<file path="config.mk">
export PLATFORM = sky130hd
export DESIGN_NAME = sram_arbiter_flat
export DESIGN_NICKNAME = d
export VERILOG_FILES = /design/src/rtl/sram_arbiter_if.sv /design/src/rtl/sram_arbiter.sv /design/src/flat_wrapper.sv
export SDC_FILE = /design/constraint.sdc
export NUM_CORES = 1
export LEC_CHECK = 0
export CAP_MARGIN = 20
export CORE_MARGIN = 2
export CORE_UTILIZATION = 45
export CTS_CLUSTER_SIZE = 12
export DETAILED_ROUTE_END_ITERATION = 8
export PLACE_DENSITY = 0.86
export SLEW_MARGIN = 20
export SYNTH_ARGS = -nofsm -noshare
export SYNTH_HDL_FRONTEND = slang
export SYNTH_SLANG_ARGS = --single-unit
</file>
<file path="constraint.sdc">
create_clock -name clk -period 3.4 [get_ports clk]
set_clock_uncertainty 0.2 [all_clocks]
set_input_delay 0.34 -clock clk [delete_from_list [all_inputs] [get_ports clk]]
set_output_delay 0.34 -clock clk [all_outputs]
set_load 0.005 [all_outputs]
</file>
<file path="src/rtl/sram_arbiter_if.sv">
// sram_arbiter_if: bundles the fetch port, the data-stage port, the
// external SRAM pins and the stall request of sram_arbiter.
//   slave  : the arbiter's view (requests and ram_din in, everything else out)
//   master : the surrounding pipeline/SRAM view (mirror of slave)
// Signals:
//   if_req/if_addr -> if_rdata/if_ready            fetch read port
//   mem_req/mem_we/mem_addr/mem_wdata
//                  -> mem_rdata/mem_ready          data-stage read/write port
//   ram_addr/ram_dout/ram_dout_oe/ram_ce_n/ram_oe_n/ram_we_n, ram_din
//                                                  asynchronous SRAM pins
//   stall_req                                      pipeline stall request
interface sram_arbiter_if;
  logic        if_req;
  logic [15:0] if_addr;
  logic [15:0] if_rdata;
  logic        if_ready;

  logic        mem_req;
  logic        mem_we;
  logic [15:0] mem_addr;
  logic [15:0] mem_wdata;
  logic [15:0] mem_rdata;
  logic        mem_ready;

  logic [15:0] ram_addr;
  logic [15:0] ram_dout;
  logic        ram_dout_oe;
  logic [15:0] ram_din;
  logic        ram_ce_n;
  logic        ram_oe_n;
  logic        ram_we_n;

  logic        stall_req;

  modport slave (
    input  if_req, if_addr, mem_req, mem_we, mem_addr, mem_wdata, ram_din,
    output if_rdata, if_ready, mem_rdata, mem_ready,
           ram_addr, ram_dout, ram_dout_oe, ram_ce_n, ram_oe_n, ram_we_n,
           stall_req
  );

  modport master (
    output if_req, if_addr, mem_req, mem_we, mem_addr, mem_wdata, ram_din,
    input  if_rdata, if_ready, mem_rdata, mem_ready,
           ram_addr, ram_dout, ram_dout_oe, ram_ce_n, ram_oe_n, ram_we_n,
           stall_req
  );
endinterface

</file>
<file path="src/rtl/sram_arbiter.sv">
// sram_arbiter: shares one asynchronous SRAM between the fetch stage and the
// data stage, one access at a time. The data stage has fixed priority.
// Reads hold CE/OE low for WAIT_CYCLES clocks; writes use a one-cycle
// address/data setup, a WAIT_CYCLES write pulse and a one-cycle hold.
// Ports:
//   clk  : single clock, rising edge
//   rst  : asynchronous active-low reset
//   bus  : sram_arbiter_if.slave (request ports, SRAM pins, stall_req)
// Parameter:
//   WAIT_CYCLES : strobe length in clocks, 1..15
module sram_arbiter #(
  parameter int unsigned WAIT_CYCLES = 2
) (
  input  logic           clk,
  input  logic           rst,
  sram_arbiter_if.slave  bus
);

  typedef enum logic [2:0] {
    IDLE, RD, WR_SETUP, WR_PULSE, WR_HOLD, DONE
  } state_t;

  localparam logic [3:0] LAST_CNT = 4'(WAIT_CYCLES - 1);

  state_t      state, state_next;
  logic [3:0]  cnt;
  logic        grant_mem;
  logic [15:0] ram_addr_q;
  logic [15:0] ram_dout_q;
  logic [15:0] if_rdata_q;
  logic [15:0] mem_rdata_q;
  logic        last_cycle;

  assign last_cycle = (cnt == LAST_CNT);

  // State register plus strobe-length counter. The counter restarts on every
  // state change, so it always counts from 0 on entry to RD / WR_PULSE.
  // NOTE: sequential state uses non-blocking assignments so every register
  // samples pre-edge values regardless of block ordering.
  always_ff @(posedge clk or negedge rst) begin
    if (!rst) begin
      state <= IDLE;
      cnt   <= '0;
    end else begin
      state <= state_next;
      if ((state_next == state) && (state == RD || state == WR_PULSE))
        cnt <= cnt + 4'd1;
      else
        cnt <= '0;
    end
  end

  // Request latching (IDLE only) and read-data capture on the last RD edge.
  always_ff @(posedge clk or negedge rst) begin
    if (!rst) begin
      grant_mem   <= 1'b0;
      ram_addr_q  <= '0;
      ram_dout_q  <= '0;
      if_rdata_q  <= '0;
      mem_rdata_q <= '0;
    end else begin
      if (state == IDLE) begin
        if (bus.mem_req) begin
          grant_mem  <= 1'b1;
          ram_addr_q <= bus.mem_addr;
          ram_dout_q <= bus.mem_wdata;
        end else if (bus.if_req) begin
          grant_mem  <= 1'b0;
          ram_addr_q <= bus.if_addr;
        end
      end
      if (state == RD && last_cycle) begin
        if (grant_mem) mem_rdata_q <= bus.ram_din;
        else           if_rdata_q  <= bus.ram_din;
      end
    end
  end

  // Next-state logic.
  // NOTE: every combinational output gets a default first, so no path can
  // leave it unassigned and infer a latch.
  always_comb begin
    state_next = state;
    unique case (state)
      IDLE: begin
        if (bus.mem_req)     state_next = bus.mem_we ? WR_SETUP : RD;
        else if (bus.if_req) state_next = RD;
      end
      RD:       if (last_cycle) state_next = DONE;
      WR_SETUP: state_next = WR_PULSE;
      WR_PULSE: if (last_cycle) state_next = WR_HOLD;
      WR_HOLD:  state_next = DONE;
      DONE:     state_next = IDLE;
      default:  state_next = IDLE;
    endcase
  end

  // Strobes and ready pulses decode purely from state, so reset releases the
  // SRAM (WE high) immediately without waiting for a clock edge. OE is only
  // ever low in RD, where the data driver is off and WE is high.
  always_comb begin
    bus.ram_ce_n    = 1'b1;
    bus.ram_oe_n    = 1'b1;
    bus.ram_we_n    = 1'b1;
    bus.ram_dout_oe = 1'b0;
    bus.if_ready    = 1'b0;
    bus.mem_ready   = 1'b0;
    unique case (state)
      RD: begin
        bus.ram_ce_n = 1'b0;
        bus.ram_oe_n = 1'b0;
      end
      WR_SETUP, WR_HOLD: begin
        bus.ram_ce_n    = 1'b0;
        bus.ram_dout_oe = 1'b1;
      end
      WR_PULSE: begin
        bus.ram_ce_n    = 1'b0;
        bus.ram_we_n    = 1'b0;
        bus.ram_dout_oe = 1'b1;
      end
      DONE: begin
        bus.if_ready  = ~grant_mem;
        bus.mem_ready = grant_mem;
      end
      default: ;
    endcase
  end

  assign bus.ram_addr  = ram_addr_q;
  assign bus.ram_dout  = ram_dout_q;
  assign bus.if_rdata  = if_rdata_q;
  assign bus.mem_rdata = mem_rdata_q;

  assign bus.stall_req = (bus.if_req  & ~bus.if_ready) |
                         (bus.mem_req & ~bus.mem_ready);

endmodule

</file>
<file path="src/flat_wrapper.sv">
// flat-port wrapper written by rule: the top's interface ports become plain ports
module sram_arbiter_flat 
#(
  parameter int unsigned WAIT_CYCLES = 2
)
  (clk, rst, bus_if_req, bus_if_addr, bus_mem_req, bus_mem_we, bus_mem_addr, bus_mem_wdata, bus_ram_din, bus_if_rdata, bus_if_ready, bus_mem_rdata, bus_mem_ready, bus_ram_addr, bus_ram_dout, bus_ram_dout_oe, bus_ram_ce_n, bus_ram_oe_n, bus_ram_we_n, bus_stall_req);
  sram_arbiter_if bus_i ();
  input  logic clk;
  input  logic rst;
  input wire logic [$bits(bus_i.if_req)-1:0] bus_if_req;
  input wire logic [$bits(bus_i.if_addr)-1:0] bus_if_addr;
  input wire logic [$bits(bus_i.mem_req)-1:0] bus_mem_req;
  input wire logic [$bits(bus_i.mem_we)-1:0] bus_mem_we;
  input wire logic [$bits(bus_i.mem_addr)-1:0] bus_mem_addr;
  input wire logic [$bits(bus_i.mem_wdata)-1:0] bus_mem_wdata;
  input wire logic [$bits(bus_i.ram_din)-1:0] bus_ram_din;
  output wire logic [$bits(bus_i.if_rdata)-1:0] bus_if_rdata;
  output wire logic [$bits(bus_i.if_ready)-1:0] bus_if_ready;
  output wire logic [$bits(bus_i.mem_rdata)-1:0] bus_mem_rdata;
  output wire logic [$bits(bus_i.mem_ready)-1:0] bus_mem_ready;
  output wire logic [$bits(bus_i.ram_addr)-1:0] bus_ram_addr;
  output wire logic [$bits(bus_i.ram_dout)-1:0] bus_ram_dout;
  output wire logic [$bits(bus_i.ram_dout_oe)-1:0] bus_ram_dout_oe;
  output wire logic [$bits(bus_i.ram_ce_n)-1:0] bus_ram_ce_n;
  output wire logic [$bits(bus_i.ram_oe_n)-1:0] bus_ram_oe_n;
  output wire logic [$bits(bus_i.ram_we_n)-1:0] bus_ram_we_n;
  output wire logic [$bits(bus_i.stall_req)-1:0] bus_stall_req;
  assign bus_i.if_req = bus_if_req;
  assign bus_i.if_addr = bus_if_addr;
  assign bus_i.mem_req = bus_mem_req;
  assign bus_i.mem_we = bus_mem_we;
  assign bus_i.mem_addr = bus_mem_addr;
  assign bus_i.mem_wdata = bus_mem_wdata;
  assign bus_i.ram_din = bus_ram_din;
  assign bus_if_rdata = bus_i.if_rdata;
  assign bus_if_ready = bus_i.if_ready;
  assign bus_mem_rdata = bus_i.mem_rdata;
  assign bus_mem_ready = bus_i.mem_ready;
  assign bus_ram_addr = bus_i.ram_addr;
  assign bus_ram_dout = bus_i.ram_dout;
  assign bus_ram_dout_oe = bus_i.ram_dout_oe;
  assign bus_ram_ce_n = bus_i.ram_ce_n;
  assign bus_ram_oe_n = bus_i.ram_oe_n;
  assign bus_ram_we_n = bus_i.ram_we_n;
  assign bus_stall_req = bus_i.stall_req;
  sram_arbiter #(.WAIT_CYCLES(WAIT_CYCLES)) u_core (.clk(clk), .rst(rst), .bus(bus_i));
endmodule
</file>
==> flow_summary.json, run 1 <==
{
  "status": "finished clean",
  "finalCritPeriodShare": 0.750,
  "busiest_layer": "met2",
  "critPathArrivalTime_ns": 2.01,
  "initial_core_util": 0.467,
  "hold_violations": 0,
  "peakVddDrop_mv": 0.416,
  "grt_max_degree": 52,
  "core_area_mm2": 0.00679,
  "r2r-start": "u_core.state[1]$_DFF_PN0_",
  "clk_pin_slew_ns": 0.07,
  "num_vias": 2173,
  "ys_warn_count": 0,
  "synth_most_common_cell": "dfrtp_1",
  "yosysTopAreaCellShare": 0.568,
  "finish.utilization": 0.710,
  "power_density_mw_per_mm2": 859,
  "place_ws_ns": 1.06,
  "worst_pin_slew_ns": 0.812,
  "die_w_um": 88.0,
  "dr.first_iter.drc_count": 87,
  "critPathTopFamily": "buffers and inverters",
  "cts_setup_buffers": 0,
  "ys_seq_area_frac": 0.568,
  "cts_buffers": 9,
  "finalSetupViolCount": 0,
  "drt-pass1-iter-count": 4,
  "cts_resized": 0,
  "drt_wl_total_um": 7120,
  "dieArea_mm2": 0.00774,
  "slew_violations": 0,
  "critPathKind": "flip-flop to output port",
  "antenna_found_initial": 0,
  "reg2reg_setup_slack_ns": 1.15,
  "syn_to_final_growth_pct": 51.9,
  "antenna_left": 0,
  "drive_gt1_frac": 0.293,
  "clk_latency_ns": 0.32,
  "endpoint_kind": "output port",
  "vias_per_cell": 4.82,
  "startpoint_type": "flip-flop",
  "synth_edf_count": 0,
  "cts_buffer_depth": 2,
  "synthArstFlopShare": 1.00,
  "slew_headroom": 0.459,
  "diodes": 0,
  "synth-main-ff-cell": "dfrtp_1",
  "path_cells": "or3b_2 > o21ai_0 > clkdlybuf4s50_1",
  "synth_cells": 207,
  "grt_pass1_vias": 2303,
  "met1_usage": 0.221,
  "yosys-top-cells-area": "dfrtp_1 57%, mux2_2 21%, mux2_4 9.5%, buf_6 2.1%, nand4_4 1.3%",
  "crit_fanout": 9,
  "cts-root-buf": "clkbuf_8",
  "avgRoutedWirePerCell_um": 15.8,
  "drv_cap": 0,
  "io_buffers": 139,
  "fmax_mhz": 392,
  "finalWorstSetupSlack_ns": 0.850,
  "netlist_top_cells_count": "72 x dfrtp_1, 60 x mux2_2, 20 x mux2_4",
  "grt_overflow": 0,
  "syn_nets": 278,
  "ctsHoldBuffers": 0,
  "cp_slowest_cell": "clkdlybuf4s50_1",
  "use_met3": 0.0443,
  "synth_cell_type_count": 26,
  "pin_count": 140,
  "mappedNetlistArea_mm2": 0.00317,
  "htreeDepth": 3,
  "fin_crit_ns": 2.55,
  "cp_slowest_stage_delay_ns": 0.58,
  "ys_ff_latch": 72,
  "crit_buf_inv": 1,
  "synth_top_area_cell": "dfrtp_1",
  "p_leak_nw": 2.06,
  "cts_tree": "done",
  "cts.sinks": 72,
  "synth.avg_cell_area_um2": 15.3,
  "p_total_w": 0.00414,
  "grt_usage": 0.191,
  "fin_nets": 421,
  "tns_ns": 0,
  "grt_pass1_wl_um": 11300,
  "globalplace.congestion": 0.711,
  "post-dp-hpwl_um": 5430,
  "die_h_um": 88.0,
  "cp.required_ns": 2.86,
  "crit_path_start": "u_core.state[1]$_DFF_PN0_",
  "drc": 0,
  "hold_start": "u_core.cnt[0]$_DFF_PN0_",
  "rsz0062_at_grt": "false",
  "met2_usage": 0.343,
  "hp-class": "flip-flop to flip-flop",
  "num_rows": 30
}
report_power, final:
| group | internal [W] | switching [W] | total (W) |
|---|---|---|---|
| logic | 0.00134 | 0.000586 | 0.00192 |
| clock network | 0.000376 | 0.000307 | 0.000684 |
| registers | 0.00129 | 0.000252 | 0.00154 |
per-stage QoR:
stage               hold slack [ns]  cell area, um^2  cells
floorplan                    -0.156             3170    207
global placement              0.279             4600    434
detailed placement            0.294             4600    434
CTS                          0.0429             4810    450
global route                  0.327             4820    451
finish                        0.298             4820    451
final timing paths:
check / cells after the start / to
max in group asynchronous: 3 / u_core.bus.if_rdata[2]$_DFFE_PN0P_
worst min-delay path: 1 / u_core.cnt[0]$_DFF_PN0_
worst min register to register: 1 / u_core.cnt[0]$_DFF_PN0_
worst max-delay path: 3 / bus_ram_dout_oe
min in group asynchronous: 2 / u_core.bus.mem_rdata[11]$_DFFE_PN0P_
worst max register to register: 3 / u_core.bus.ram_dout[7]$_DFFE_PN0P_
flip-flops by register name, summed over array words and instances, names as in the netlist:
register,cells
u_core.bus.ram_addr,16
u_core.bus.mem_rdata,16
u_core.cnt,4
u_core.bus.ram_dout,16
u_core.state,3
u_core.grant_mem,1
u_core.bus.if_rdata,16
cells in the final DEF (no fill, tap or decap), types with 3 or more instances in the layout:
| master | count |
|---|---|
| buf_4 | 3 |
| nand2_1 | 5 |
| clkbuf_8 | 11 |
| clkdlybuf4s50_1 | 138 |
| o21ai_0 | 5 |
| inv_1 | 4 |
| mux2_4 | 20 |
| dfrtp_1 | 72 |
| mux2_2 | 60 |
| nor2_1 | 7 |
cell families after synthesis:
family                   after synthesis  synth area share
XOR/XNOR                               2           0.00552
multiplexers                          80             0.307
buffers and inverters                 14            0.0339
AND/OR/NAND/NOR                       29            0.0631
flip-flops                            72             0.568
AO/OA/AOI/OAI                          8            0.0146
adder cells (fa/ha/maj)                2           0.00788
per-layer routing:
layer  up-vias  wire length, um
met5         -                0
met4         0               82
met3         8              334
met2        62             3820
met1      1091             2890
li1       1012                -
cell type report:
class / count / area [um^2]
sequential: 72 / 1800
inverter: 4 / 15.0
fill: 485 / 1970
clock buffer: 11 / 151
timing repair buffer: 142 / 1410
multi-input combinational: 121 / 1260
clock inverter: 5 / 55.1
tap: 96 / 120
(Power assumes the default switching activity.)
==> run 2: changes to the inputs <==
--- a/config.mk
+++ b/config.mk
@@ -7,10 +7,10 @@
 export LEC_CHECK = 0
 export CAP_MARGIN = 20
 export CORE_MARGIN = 2
-export CORE_UTILIZATION = 45
+export CORE_UTILIZATION = 38
 export CTS_CLUSTER_SIZE = 12
 export DETAILED_ROUTE_END_ITERATION = 8
-export PLACE_DENSITY = 0.86
+export PLACE_DENSITY = 0.78
 export SLEW_MARGIN = 20
 export SYNTH_ARGS = -nofsm -noshare
 export SYNTH_HDL_FRONTEND = slang
==> constraint.sdc (replaced) <==
create_clock -name clk -period 2.1 [get_ports clk]
set_clock_uncertainty 0.2 [all_clocks]
set_input_delay 0.21 -clock clk [delete_from_list [all_inputs] [get_ports clk]]
set_output_delay 0.21 -clock clk [all_outputs]
set_load 0.005 [all_outputs]
==> run 2 against run 1 <==
  * Final cell count up 4.7%
  * Critical path depth up 2
  * Cell area up 3.7%
  * Sequential share of layout area down 1.3 points
  * Setup slack worse by 0.75 ns
  * Combinational power up 72%
  * Wire length down 2.4%
  * Critical endpoint is now bus_ram_ce_n
  * Largest cell class unchanged
  * Largest power group unchanged
==> flow_summary.json, run 2 (synthesized netlist as in run 1, its figures left out) <==
{
  "status": "finished clean",
  "initial_core_util": 0.388,
  "critPathArrivalTime_ns": 1.59,
  "grt_pass1_wl_um": 10800,
  "crit_path_start": "u_core.state[1]$_DFF_PN0_",
  "cts_buffers": 9,
  "grt_overflow": 0,
  "stdcell_count": 472,
  "hold_violations": 0,
  "drive_gt1_frac": 0.330,
  "crit_fanout": 2,
  "clk_latency_ns": 0.33,
  "dieArea_mm2": 0.00910,
  "fin_nets": 433,
  "critPathTopFamily": "simple AND/OR/NAND/NOR gates",
  "cp.depth": 5,
  "cp_slowest_stage_delay_ns": 0.39,
  "clk_pin_slew_ns": 0.08,
  "path_cells": "buf_4 > or3b_4 > o21ai_2 > nor2b_1 > clkdlybuf4s15_1",
  "fmax_mhz": 501,
  "die_w_um": 95.4,
  "core_area_mm2": 0.00818,
  "post-dp-hpwl_um": 5070,
  "io_buffers": 139,
  "num_vias": 2190,
  "r2r-start": "u_core.state[1]$_DFF_PN0_",
  "syn_to_final_growth_pct": 57.6,
  "antenna_found_initial": 0,
  "reg2reg_setup_slack_ns": 0.19,
  "dr.first_iter.drc_count": 29,
  "cts_tree": "done",
  "peakVddDrop_mv": 0.774,
  "drt_wl_total_um": 6950,
  "cp_slowest_cell": "dfrtp_1",
  "antenna_left": 0,
  "worst_pin_slew_ns": 0.444,
  "fin_crit_ns": 2.00,
  "slew_violations": 0,
  "htreeDepth": 3,
  "cts-root-buf": "clkbuf_8",
  "p_leak_nw": 2.17,
  "grt_max_degree": 39,
  "pin_count": 140,
  "reg2regPathDepth": 6,
  "dp_cells": 450,
  "fin_area_mm2": 0.00500,
  "rsz0062_at_grt": "false",
  "dpl_cell_area_mm2": 0.00474,
  "mostFrequentLayoutCells": "132 x clkdlybuf4s50_1, 72 x dfrtp_1, 60 x mux2_2, 20 x mux2_4, 10 x clkbuf_8",
  "drt-pass1-iter-count": 4,
  "critPathCapture": "bus_ram_ce_n",
  "drv_cap": 0,
  "vias_per_cell": 4.64,
  "power_density_mw_per_mm2": 1370,
  "startpoint_type": "flip-flop",
  "num_rows": 33,
  "drc": 0,
  "grt_pass1_vias": 2251,
  "diodes": 0,
  "critPathKind": "flip-flop to output port",
  "globalplace.congestion": 0.719,
  "die_h_um": 95.4,
  "slew_headroom": 0.704,
  "avgRoutedWirePerCell_um": 14.7,
  "layout_commonest_cell": "clkdlybuf4s50_1",
  "finalSetupViolCount": 0,
  "crit_buf_inv": 2,
  "cts_buffer_depth": 2,
  "hp-class": "primary input to async pin",
  "finalCritPeriodShare": 0.951,
  "cp.required_ns": 1.69,
  "cts.sinks": 72,
  "endpoint_kind": "output port",
  "finish.utilization": 0.612,
  "grt_usage": 0.155,
  "r2r-end": "u_core.bus.ram_dout[8]$_DFFE_PN0P_"
}
==> run 2: changes by cell type in the layout (fill, tap and decap cells not counted), sizes merged <==
cell / before / now
dlygate4sd2: 0 / 3
clkdlybuf4s50: 138 / 132
clkdlybuf4s15: 0 / 1
inv: 4 / 3
clkbuf: 11 / 12
clkinv: 2 / 3
dlymetal6s2s: 0 / 1
buf: 3 / 15
==> run 2: worst min-delay path by stage <==
stage          from                                  end  cells after the start
2_1_floorplan   rst   u_core.bus.if_rdata[0]$_DFFE_PN0P_                      0
3_3_place_gp    rst  u_core.bus.ram_dout[11]$_DFFE_PN0P_                      1
3_5_place_dp    rst  u_core.bus.ram_dout[11]$_DFFE_PN0P_                      1
4_1_cts         rst  u_core.bus.ram_dout[11]$_DFFE_PN0P_                      2
5_1_grt         rst  u_core.bus.ram_dout[10]$_DFFE_PN0P_                      2
6_report        rst  u_core.bus.ram_dout[11]$_DFFE_PN0P_                      2
==> run 2: through the flow <==
| step | worst slack (ns) | total power [W] | hold WS, ns | TNS, ns |
|---|---|---|---|---|
| final | 0.103 | 0.00684 | 0.156 | 0 |
| after global routing | 0.0309 | 0.00729 | 0.203 | 0 |
| after CTS | -0.0446 | 0.00689 | 0.172 | -0.0446 |
| after detailed placement | 0.0873 | 0.00577 | -0.0119 | 0 |
| after global placement | 0.134 | 0.00567 | -0.0137 | 0 |
| after floorplan | 0.247 | 0.00392 | -0.286 | 0 |
==> run 2: report_power, final <==
part | switching, W | total [W] | leakage (nW) | internal [W]
clock network | 0.000503 | 0.00108 | 0.0993 | 0.000580
registers | 0.000380 | 0.00246 | 0.855 | 0.00208
logic | 0.000999 | 0.00330 | 1.21 | 0.00230
total | 0.00188 | 0.00684 | 2.17 | 0.00496
==> run 2: timing repair <==
item,in CTS,in global routing
cloned,0,0
hold buffers,1,0
setup buffers,2,3
resized for setup,12,6
endpoints found under the hold margin,34,0
endpoints found under the setup margin,4,24
pin swaps,1,2
==> run 2: area by class of cell <==
| cell class | instances | area [um^2] |
|---|---|---|
| sequential | 72 | 1800 |
| inverter | 4 | 18.8 |
| clock buffer | 11 | 141 |
| tap | 105 | 131 |
| clock inverter | 5 | 56.3 |
| timing repair buffer | 154 | 1570 |
| multi-input combinational | 121 | 1280 |
| fill | 690 | 3170 |
==> run 2: layer usage <==
metal	routed length (um)	track usage	up-vias
met4	85	0.0643	0
met2	3420	0.261	79
met3	499	0.0340	7
li1	-	-	1039
met1	2950	0.194	1065
met5	0	0	-
==> run 2: worst register-to-register path: cells and delay by family, from the launching register on <==
kind	cells	cell delay, ns
mux	1	0.35
buf+inv	3	0.44
flops	1	0.39
simple gates	2	0.42
